### src/rtl/alu_op_sequencer.sv
// alu_op_sequencer: multi-cycle controller for the register file, write-back
// mux and registered ALU. It takes one command at a time over valid/ready,
// then drives the regfile addresses, ALU op, mux select and write enable.
// It pulses done (and err for illegal ops) when a command retires, and keeps
// a sticky overflow flag for ADD/SUB.
//
// state  | meaning
// -------+---------------------------------------------------------------
// IDLE   | ready for a command; cmd_ready high
// LDI    | load immediate: imm selected, write_enb high for one cycle
// READ   | operands addressed and held for ALU_LAT cycles
// WB     | ALU result written back; ADD/SUB overflow captured here
// ERR    | illegal op: no write, done+err follow
// DONE   | done pulse; back to IDLE
module alu_op_sequencer #(
   parameter int ALU_LAT = 2,
   parameter int OP_MAX  = 8
) (
   input  logic        clk_i,
   input  logic        rst_i,
   input  logic        cmd_valid_i,
   output logic        cmd_ready_o,
   input  logic        cmd_kind_i,
   input  logic [3:0]  cmd_op_i,
   input  logic [4:0]  cmd_rs_i,
   input  logic [4:0]  cmd_rt_i,
   input  logic [4:0]  cmd_rd_i,
   input  logic [4:0]  cmd_shamt_i,
   input  logic [31:0] cmd_imm_i,
   output logic [4:0]  read_reg1_o,
   output logic [4:0]  read_reg2_o,
   output logic [4:0]  write_reg_o,
   output logic [31:0] imm_data_o,
   output logic        mux_sel_o,
   output logic        write_enb_o,
   output logic [3:0]  alu_op_o,
   output logic [4:0]  shift_amt_o,
   input  logic        alu_ovf_i,
   input  logic        ovf_clr_i,
   output logic        done_o,
   output logic        err_o,
   output logic        ovf_sticky_o
);

   localparam int              CNT_W    = (ALU_LAT > 1) ? $clog2(ALU_LAT) : 1;
   localparam logic [CNT_W-1:0] CNT_LAST = CNT_W'(ALU_LAT - 1);
   localparam logic [3:0]      OP_LAST  = 4'(OP_MAX);
   localparam logic [3:0]      OP_ADD   = 4'd0;
   localparam logic [3:0]      OP_SUB   = 4'd1;

   typedef enum logic [2:0] {
      S_IDLE,
      S_LDI,
      S_READ,
      S_WB,
      S_ERR,
      S_DONE
   } state_t;

   state_t           state_q;
   logic [CNT_W-1:0] cnt_q;
   logic [CNT_W-1:0] cnt_d;
   logic [4:0]       read_reg1_q;
   logic [4:0]       read_reg2_q;
   logic [4:0]       write_reg_q;
   logic [31:0]      imm_data_q;
   logic             mux_sel_q;
   logic             write_enb_q;
   logic [3:0]       alu_op_q;
   logic [4:0]       shift_amt_q;
   logic             done_q;
   logic             err_q;
   logic             ovf_sticky_q;

   // Operand hold counter advances by one each READ cycle.
   always_comb begin
      cnt_d = cnt_q + 1'b1;
   end

   // Sequencer FSM with registered outputs; command fields latched on accept.
   always_ff @(posedge clk_i) begin
      if (rst_i) begin
         state_q      <= S_IDLE;
         cnt_q        <= '0;
         read_reg1_q  <= '0;
         read_reg2_q  <= '0;
         write_reg_q  <= '0;
         imm_data_q   <= '0;
         mux_sel_q    <= 1'b0;
         write_enb_q  <= 1'b0;
         alu_op_q     <= '0;
         shift_amt_q  <= '0;
         done_q       <= 1'b0;
         err_q        <= 1'b0;
         ovf_sticky_q <= 1'b0;
      end else begin
         write_enb_q <= 1'b0;
         done_q      <= 1'b0;
         err_q       <= 1'b0;
         // A same-cycle overflow set below overrides this clear.
         if (ovf_clr_i) begin
            ovf_sticky_q <= 1'b0;
         end
         case (state_q)
            S_IDLE: begin
               if (cmd_valid_i) begin
                  read_reg1_q <= cmd_rs_i;
                  read_reg2_q <= cmd_rt_i;
                  write_reg_q <= cmd_rd_i;
                  imm_data_q  <= cmd_imm_i;
                  alu_op_q    <= cmd_op_i;
                  shift_amt_q <= cmd_shamt_i;
                  mux_sel_q   <= cmd_kind_i;
                  cnt_q       <= '0;
                  if (!cmd_kind_i) begin
                     state_q     <= S_LDI;
                     write_enb_q <= 1'b1;
                  end else if (cmd_op_i > OP_LAST) begin
                     state_q <= S_ERR;
                  end else begin
                     state_q <= S_READ;
                  end
               end
            end
            S_LDI: begin
               state_q <= S_DONE;
               done_q  <= 1'b1;
            end
            S_READ: begin
               if (cnt_q == CNT_LAST) begin
                  state_q     <= S_WB;
                  write_enb_q <= 1'b1;
               end else begin
                  cnt_q <= cnt_d;
               end
            end
            S_WB: begin
               if (((alu_op_q == OP_ADD) || (alu_op_q == OP_SUB)) && alu_ovf_i) begin
                  ovf_sticky_q <= 1'b1;
               end
               state_q <= S_DONE;
               done_q  <= 1'b1;
            end
            S_ERR: begin
               state_q <= S_DONE;
               done_q  <= 1'b1;
               err_q   <= 1'b1;
            end
            S_DONE: begin
               state_q <= S_IDLE;
            end
            default: begin
               state_q <= S_IDLE;
            end
         endcase
      end
   end

   assign cmd_ready_o  = (state_q == S_IDLE) && !rst_i;
   assign read_reg1_o  = read_reg1_q;
   assign read_reg2_o  = read_reg2_q;
   assign write_reg_o  = write_reg_q;
   assign imm_data_o   = imm_data_q;
   assign mux_sel_o    = mux_sel_q;
   assign write_enb_o  = write_enb_q;
   assign alu_op_o     = alu_op_q;
   assign shift_amt_o  = shift_amt_q;
   assign done_o       = done_q;
   assign err_o        = err_q;
   assign ovf_sticky_o = ovf_sticky_q;

endmodule

### config.mk
export PLATFORM = sky130hd
export DESIGN_NAME = alu_op_sequencer
export DESIGN_NICKNAME = d
export VERILOG_FILES = /design/src/rtl/alu_op_sequencer.sv
export SDC_FILE = /design/constraint.sdc
export NUM_CORES = 1
export LEC_CHECK = 0
export ABC_AREA = 1
export CORE_ASPECT_RATIO = 0.75
export CORE_MARGIN = 4
export CORE_UTILIZATION = 42
export CTS_CLUSTER_SIZE = 20
export DETAILED_ROUTE_END_ITERATION = 16
export DONT_BUFFER_PORTS = 1
export PLACE_DENSITY = 0.67
export SYNTH_ARGS = -nofsm -noshare
export SYNTH_HDL_FRONTEND = slang
export SYNTH_SLANG_ARGS = --single-unit
### constraint.sdc
create_clock -name clk_i -period 1.45 [get_ports clk_i]
set_clock_uncertainty 0.05 [all_clocks]
set_input_delay 0.435 -clock clk_i [delete_from_list [all_inputs] [get_ports clk_i]]
set_output_delay 0.435 -clock clk_i [all_outputs]
set_load 0.01 [all_outputs]
# After elaboration in Yosys (flattened, before gate mapping)
# Cells that the tools add are included.
word_totals:
  regBits: 65
op_classes:
  n_addsub: 1
  reduce_logical: 11
  n_eq_ne: 7
  mux: 17
  order_cmp: 1
op_table:
  columns: ["operator", "count"]
  rows:
  - ["$mux W3", 4]
  - ["$mux W1", 10]
  - ["$pmux W3 S3", 1]
  - ["$eq A3 B2 Y1 const B", 2]
  - ["$reduce_and A2 Y1", 3]
  - ["$eq A4 B1 Y1 const B", 1]
  - ["$gt A4 B4 Y1 const B", 1]
  - ["$logic_not A4 Y1", 1]
  - ["$ne A2 B2 Y1 const B", 2]
  - ["$pmux W1 S2", 2]
  - ["$eq A3 B1 Y1 const B", 1]
  - ["$eq A3 B3 Y1 const B", 1]
  - ["$logic_not A3 Y1", 1]
  - ["$reduce_or A3 Y1", 1]
  - ["$logic_and A1 B1 Y1", 2]
  - ["$reduce_bool A2 Y1", 1]
  - ["$add A1 B1 Y1 const B", 1]
  - ["$logic_not A1 Y1", 1]
  - ["$logic_or A1 B1 Y1", 1]

# Longest topological paths before layout
# Gate-level depths: netlist of the first run.
depth:
  ltp_word: 5
  depth_mapped: 8
  depth_no_buf: 7

# Worst setup path before layout of the first run
# OpenSTA, ideal clock, no wires.
synth_path:
  path_kind: "in2reg"
  startpoint: "input rst_i"
  endpoint: "register imm_data_q[22] (netlist: imm_data_o[22])"
  cell_stages: 6
  arrival_time_ns: 1.178
  setup_slack_ns: 0.158
  n_path_buf: 3
  cell_sequence: "buf_6 inv_2 clkbuf_2 clkbuf_1 o21ai_0 nor2_1"
synth_lines:
  columns: ["element", "line", "rtl"]
  rows:
  - ["start, declared", "20", "input logic rst_i,"]
  - ["end signal, assigned", "110", "imm_data_q <= cmd_imm_i;"]
  - ["end, declared", "66", "logic [31:0] imm_data_q;"]

# Final worst setup path of the first run
layout_path:
  startpoint: "register state_q[0]"
  endpoint: "output cmd_ready_o"
layout_between:
  elab_chain_cells: 2
layout_lines:
  columns: ["element", "line", "rtl"]
  rows:
  - ["start, declared", "60", "state_t state_q;"]
  - ["start signal, assigned", "83", "state_q <= S_IDLE;"]
  - ["start signal, assigned", "116", "state_q <= S_LDI;"]
  - ["start signal, assigned", "119", "state_q <= S_ERR;"]
  - ["$logic_not A3 Y1", "159", "assign cmd_ready_o = (state_q == S_IDLE) && !rst_i;"]
  - ["$logic_and A1 B1 Y1", "159", null]
  - ["end, declared", "22", "output logic cmd_ready_o,"]
# No other way between the ends.

==> impl_results.md, run 1 <==
* Outcome: finished with violations
* Failing checks: setup timing
* Worst Path Max Fanout at 3
* FF+latch count, synth at 65
* Setup TNS at -41.85 ps
* Hold Path Class: input port to flip-flop
* # port buffers at 0
* Top FF cell, synth: dfxtp_1
* Area of the multi-input gates at 950.9 µm²
* DRT iter0 DRCs at 82
* Routed len/inst at between 15 and 20 µm
* Area grow syn2layout at 18.45%
* Max_cap viols at 0
* DIE WIDTH at 95.56 µm
* Setup WS pre-CTS at between 150 and 200 ps
* Syn Area/Cell at 8.023 µm²
* FP Rows at 23
* RSZ-0062 raised after global routing: true
* Routed Antenna Nets at 0
* Sequential standard cell area at 0.001305 mm²
* Cts hold-fix bufs at 0
* GPL Wtd Cong at 0.8143
* Final Max Slew Viols at 0
* Post-synth top cells: nor2_1 (113), dfxtp_1 (65), o21ai_0 (48)
* Synth unique cells at 22
* Vias in the first global route at around 1,800
* Initial antenna violation count at 0
* Worst path arrival time at 990 ps
* Instance count on the critical path at 3
* Yosys warns at 0
* Reg-to-reg critical path startpoint: state_q[0]
* Drt drc at 0
* Hold_ws at 117.9 ps
* Worst reg2reg path endpoint: shift_amt_o[1]
* HPWL after detailed placement at 3.865 mm
* Reg2Reg Setup Slack at -20 ps
* CTS tree: done
* Worst slew pin tran at 295.8 ps
* Pin count of the biggest net entering global routing at between 40 and 50
* Worst Setup SP: state_q[0]
* Crit share post-route at 101.6%
* Post-synth EDFFs at 0
* Vias/cell at 5.079
* Inserted Diodes at 0
* Clock transition at path regs at 60 ps
* Top-count cell post-synth: nor2_1
* Req. time, crit path at 970 ps
* GR Util All Layers at 16.40%
* Register area share after synthesis at 53.89%
* Post-Syn Nets at 363
* Crit Path Category: flip-flop to output port
* Final nets at 373
* Synth area leaders: dfxtp_1 (54%), nor2_1 (18%), o21ai_0 (9.9%)
* Final wirelength at approximately 6.6 mm
* Number of clock sinks at 65
* Crit-path most repeated cell: nor2_4
* Final WS setup at -22.63 ps
* Ys async rst share at 0%
* 1st-pass router iterations at 4
* Startpoint Class: flip-flop
* Share of cells above drive strength 1 at between 10% and 20%
* Clock buffer count from CTS at 9
* Worst-path cell chain: nor2_4 > nand2_4 > nor2_4
* Hold Fails Final Rpt at 0
* CTS Buffer Depth at 2
* Die height at about 74 µm
* FF-to-FF path depth at 8
* Full die area at between 0.007 and 0.008 mm²
* Core area at 0.005468 mm²
* Fmax at a little under 0.7 GHz
* I/O pin count at ~120
* Via count of the routed design at 1,981
* Leakage power at 1.223 nW
* First-pass GRT wire length at ~8.7 mm
* Root buf cell: clkbuf_8
* CP top delay family: flip-flops
* Final setup viols at 3
* Clk_lat worst skew at 330 ps
* Initial core utilization at 44.16%
* Post-layout util at 52.31%
* Gr ovfl total at 0
* VDD IR max at 0.8761 mV
* Power density cells at 1815 mW/mm²
* Slowest cell delay on critical path at ~340 ps
* Worst slew margin at between 80% and 90%
* Filler cells at 515
* CP endpoint: cmd_ready_o
* Minimum clock period after layout at between 1000 and 1500 ps
* Mapped cell area at 0.002415 mm²
* Synthesized instance count at ~300
* Endpoint class of the critical path: output port
* Worst path bufs/invs at 0
* H-tree depth at 3
* Slowest-stage cell, CP: dfxtp_2
* Area share of the leading cell type in the synthesized netlist at 53.89%
* Post-synth top area cell: dfxtp_1
worst min path at each step:
stage,slack (ps),cells past startpoint,from,endpoint
4_1_cts,100,1,rst_i,cnt_q
2_1_floorplan,400,2,cnt_q,write_enb_o
3_5_place_dp,450,2,cnt_q,write_enb_o
3_3_place_gp,440,2,cnt_q,write_enb_o
5_1_grt,90,1,rst_i,ovf_sticky_o
6_report,120,1,rst_i,cnt_q
logic make-up after synthesis:
logic type             Yosys count  share of synthesized area [%]
AO/OA/AOI/OAI                   66                          13.68
buffers and inverters           29                          7.720
flip-flops                      65                          53.89
AND/OR/NAND/NOR                141                          24.72
per-layer routing:
layer / global-route usage, % / vias up / part of all wire, %
met1: 19.25 / 882 / 42
met4: 7.098 / 0 / 0.86
li1: - / 980 / -
met2: 23.88 / 111 / 42
met3: 10.13 / 8 / 15
met5: 0 / - / 0
where the power goes:
| group | internal [mW] | leakage (nW) | total [mW] | switching, mW |
|---|---|---|---|---|
| clock network | 0.777 | 0.0929 | 1.41 | 0.636 |
| logic | 0.573 | 0.592 | 1.27 | 0.699 |
| registers | 2.12 | 0.538 | 2.51 | 0.384 |
area by class of cell:
cell class | count | area share [%]
Clock buffer | 11 | 4.593
Clock inverter | 4 | 1.575
Inverter | 10 | 1.400
Multi-Input combinational cell | 207 | 33.25
Sequential cell | 65 | 45.63
Tap cell | 75 | 3.281
Timing Repair Buffer | 18 | 10.28
layout by cell type (no fill, tap or decap), types with 2 or more instances in the layout:
cell and n:
nor2_2 15, nand2_1 8, buf_12 5, inv_2 2, a21oi_1 8, o21ai_0 39
buf_8 2, nand3_1 4, clkbuf_1 2, dfxtp_1 62, buf_4 4, clkinv_2 3
clkbuf_16 4, o21ai_1 18, buf_6 3, dfxtp_2 3, clkbuf_8 9, nor2_1 107
nor2_4 2, inv_1 7
per-stage QoR:
step	std cells	total power [mW]	instance area, µm²
floorplan	301	3.220	2415
global placement	363	3.373	2442
detailed placement	363	3.406	2442
CTS	379	4.870	2635
global route	390	5.507	2860
finish	390	5.192	2860
timing repair:
action,CTS,global route
pin swaps,1,12
gates cloned,0,8
resized for setup,3,25
setup endpoints to repair,1,54
setup buffers,1,3
registers in the layout, summed over array words and instances (netlist names), 3 cells and up:
| signal | flops |
|---|---|
| shift_amt_o | 5 |
| read_reg1_o | 5 |
| imm_data_o | 32 |
| write_reg_o | 5 |
| read_reg2_o | 5 |
| alu_op_o | 4 |
| state_q | 3 |
Note: power is estimated with default switching activity, not from simulation.
==> run 2: changes to the inputs <==
- CORE_ASPECT_RATIO: 0.75 -> 1.1
- CORE_MARGIN: 4 -> 2
- clock period: 1.45 -> 1.6 ns (I/O delays scaled with it)
==> run 2 against run 1 <==
The run now ends clean; first-iteration DRC count down 21%; critical path depth unchanged; design area fell by 8.7%; final cell count is 3.1% lower; core utilization is 4.6 points lower; largest power group unchanged; sequential power decreased by 10%; sequential share of layout area increased by 4.3 points.
==> impl_results.md, run 2 (synthesis gave the netlist of run 1 again) <==
* Outcome: completed
* # port buffers at 0 (unchanged)
* FP Rows at 28 (+22%)
* Met2 routed WL at 2.294 mm (-18%)
* Commonest non-fill, non-tap cell in the layout: nor2_1
* Worst hold path stage count at 1 (unchanged)
* Worst-path cell chain: nor2_4 > nand2_4 > nor2_4
* Startpoint Class: flip-flop
* Root buf cell: clkbuf_8
* Vias in the first global route at 1,921 (+5.4%)
* I/O pin count at 124 (unchanged)
* Hold path start: rst_i
* Routed len/inst at 13.77 µm (-19%)
* Crit share post-route at a little over nine tenths
* Max_cap viols at 0 (unchanged)
* Final wirelength at 5.204 mm (-21%)
* Worst slew pin tran at 321.1 ps (+25.26 ps)
* Endpoint class of the critical path: output port
* Routed wl met3 at 613 µm (-37%)
* Top sig layer: met4
* Setup TNS at 0 ps (+41.85 ps)
* Gr ovfl total at 0 (unchanged)
* 1st-pass router iterations at 4 (unchanged)
* Area grow syn2layout at 8.083%
* Initial antenna violation count at 0 (unchanged)
* Final setup viols at 0 (-3)
* Worst path bufs/invs at 0 (unchanged)
* Hold Fails Final Rpt at 0 (unchanged)
* DRT iter0 DRCs at 65 (-21%)
* Full die area at 0.006373 mm² (-9.5%)
* Power density cells at 1615 mW/mm² (-11%)
* Cts hold-fix bufs at 0 (unchanged)
* Placed insts at 362 (-0.28%)
* Hold_ws at 172.0 ps (+54.07 ps)
* H-tree depth at 3 (unchanged)
* Instance count on the critical path at 3 (unchanged)
* GPL Wtd Cong at 0.7382 (-9.3%)
* Share of cells above drive strength 1 at 12.21% (-5.9 points)
* Final Instance Count excl. Fillers at 378 (-3.1%)
* Minimum clock period after layout at 1552 ps
* RSZ-0062 raised after global routing: false
* DIE WIDTH at 76.30 µm (-20%)
* Req. time, crit path at 1070 ps (+100 ps)
* Pin count of the biggest net entering global routing at 52 (+21%)
* Final Max Slew Viols at 0 (unchanged)
* Drt drc at 0 (unchanged)
* Crit Path Category: flip-flop to output port
* Fmax at 0.6443 GHz
* Clock buffer count from CTS at 9 (unchanged)
* Reg-to-reg critical path startpoint: state_q[0]
* Initial core utilization at 44.18% (about the same)
* Slowest cell delay on critical path at 340 ps (about the same)
* VDD IR max at 0.9842 mV (+12%)
* Worst slew margin at 78.59% (-1.7 points)
* Reg2Reg Setup Slack at 270 ps (+290 ps)
* Vias/cell at 5.085 (+0.10%)
* Hold Path Class: input port to flip-flop
* Worst Path Max Fanout at 3 (unchanged)
* Slowest-stage cell, CP: dfxtp_2
* FF-to-FF path depth at 7 (-1)
* Inserted Diodes at 0 (unchanged)
* First-pass GRT wire length at 8.638 mm (-1.0%)
* Post-layout util at 47.76% (-4.6 points)
* Hold EP: ovf_sticky_o
* CTS tree: done
* CTS Buffer Depth at 2 (unchanged)
* CP top delay family: simple AND/OR/NAND/NOR gates
* Die height at 83.53 µm (+13%)
* Worst reg2reg path endpoint: imm_data_o[15]
* Number of clock sinks at 65 (unchanged)
* Commonest non-fill, non-tap cells in the layout: nor2_1 (112), dfxtp_1 (63), o21ai_0 (48), clkbuf_8 (11), nor2_2 (10)
* Leakage power at 1.117 nW (-8.7%)
* Core area at 0.005465 mm² (about the same)
* Wl on met1 at 2.204 mm (-21%)
* Routed Antenna Nets at 0 (unchanged)
* Clk_lat worst skew at 320 ps (about the same)
* Worst path arrival time at 1020 ps (+30 ps)
* Final nets at 362 (-2.9%)
* Crit-path most repeated cell: nor2_4
* Max reg flops at 32 (unchanged)
* Via count of the routed design at 1,922 (-3.0%)
* Clock transition at path regs at 60 ps (about the same)
* HPWL after detailed placement at 3.497 mm (-9.5%)
* GR Util All Layers at 16.82% (+0.42 points)
run 2: area by class of cell:
cell class	instances	area, µm²
clock buffers	14	162.7
fillers	563	2855
inverters	10	37.54
multi-input cells	207	934.6
flip-flops and latches	65	1304
well taps	75	93.84
repair buffers	7	77.57
run 2: what timing repair did:
item	CTS	global route
resized for setup	4	1
hold endpoints to repair	0	0
pin swaps	1	1
setup endpoints to repair	1	1
buffers inserted	1	1
run 2: worst max path at each step:
| stage | startpoint | end | slack [ps] |
|---|---|---|---|
| floorplan | rst_i | imm_data_o[22] | 260 |
| global placement | cmd_valid_i | imm_data_o[6] | 250 |
| CTS | state_q[1] | cmd_ready_o | 5 |
| finish | state_q[0] | cmd_ready_o | 50 |
| global route | state_q[0] | cmd_ready_o | 4 |
| detailed placement | cmd_valid_i | imm_data_o[4] | 210 |
run 2: stage by stage:
stage | power, mW | instance area (µm²) | setup slack (ps)
after global placement | 3.024 | 2422 | 253.5
after CTS | 4.252 | 2601 | 4.630
after detailed placement | 3.048 | 2422 | 213.1
final | 4.214 | 2610 | 47.95
after global routing | 4.466 | 2610 | 4.287
after floorplan | 2.918 | 2415 | 262.6
run 2: layer usage:
layer | vias to the layer above | track usage [%]
li1 | 953 | -
met1 | 862 | 18.98
met2 | 97 | 26.63
met3 | 10 | 7.251
met4 | 0 | 9.421
met5 | - | 0
run 2: report_power, final:
group          switching [mW]  total (mW)  internal (mW)
Clock                   0.542        1.17          0.633
Sequential              0.338        2.26           1.92
Combinational           0.498       0.778          0.281
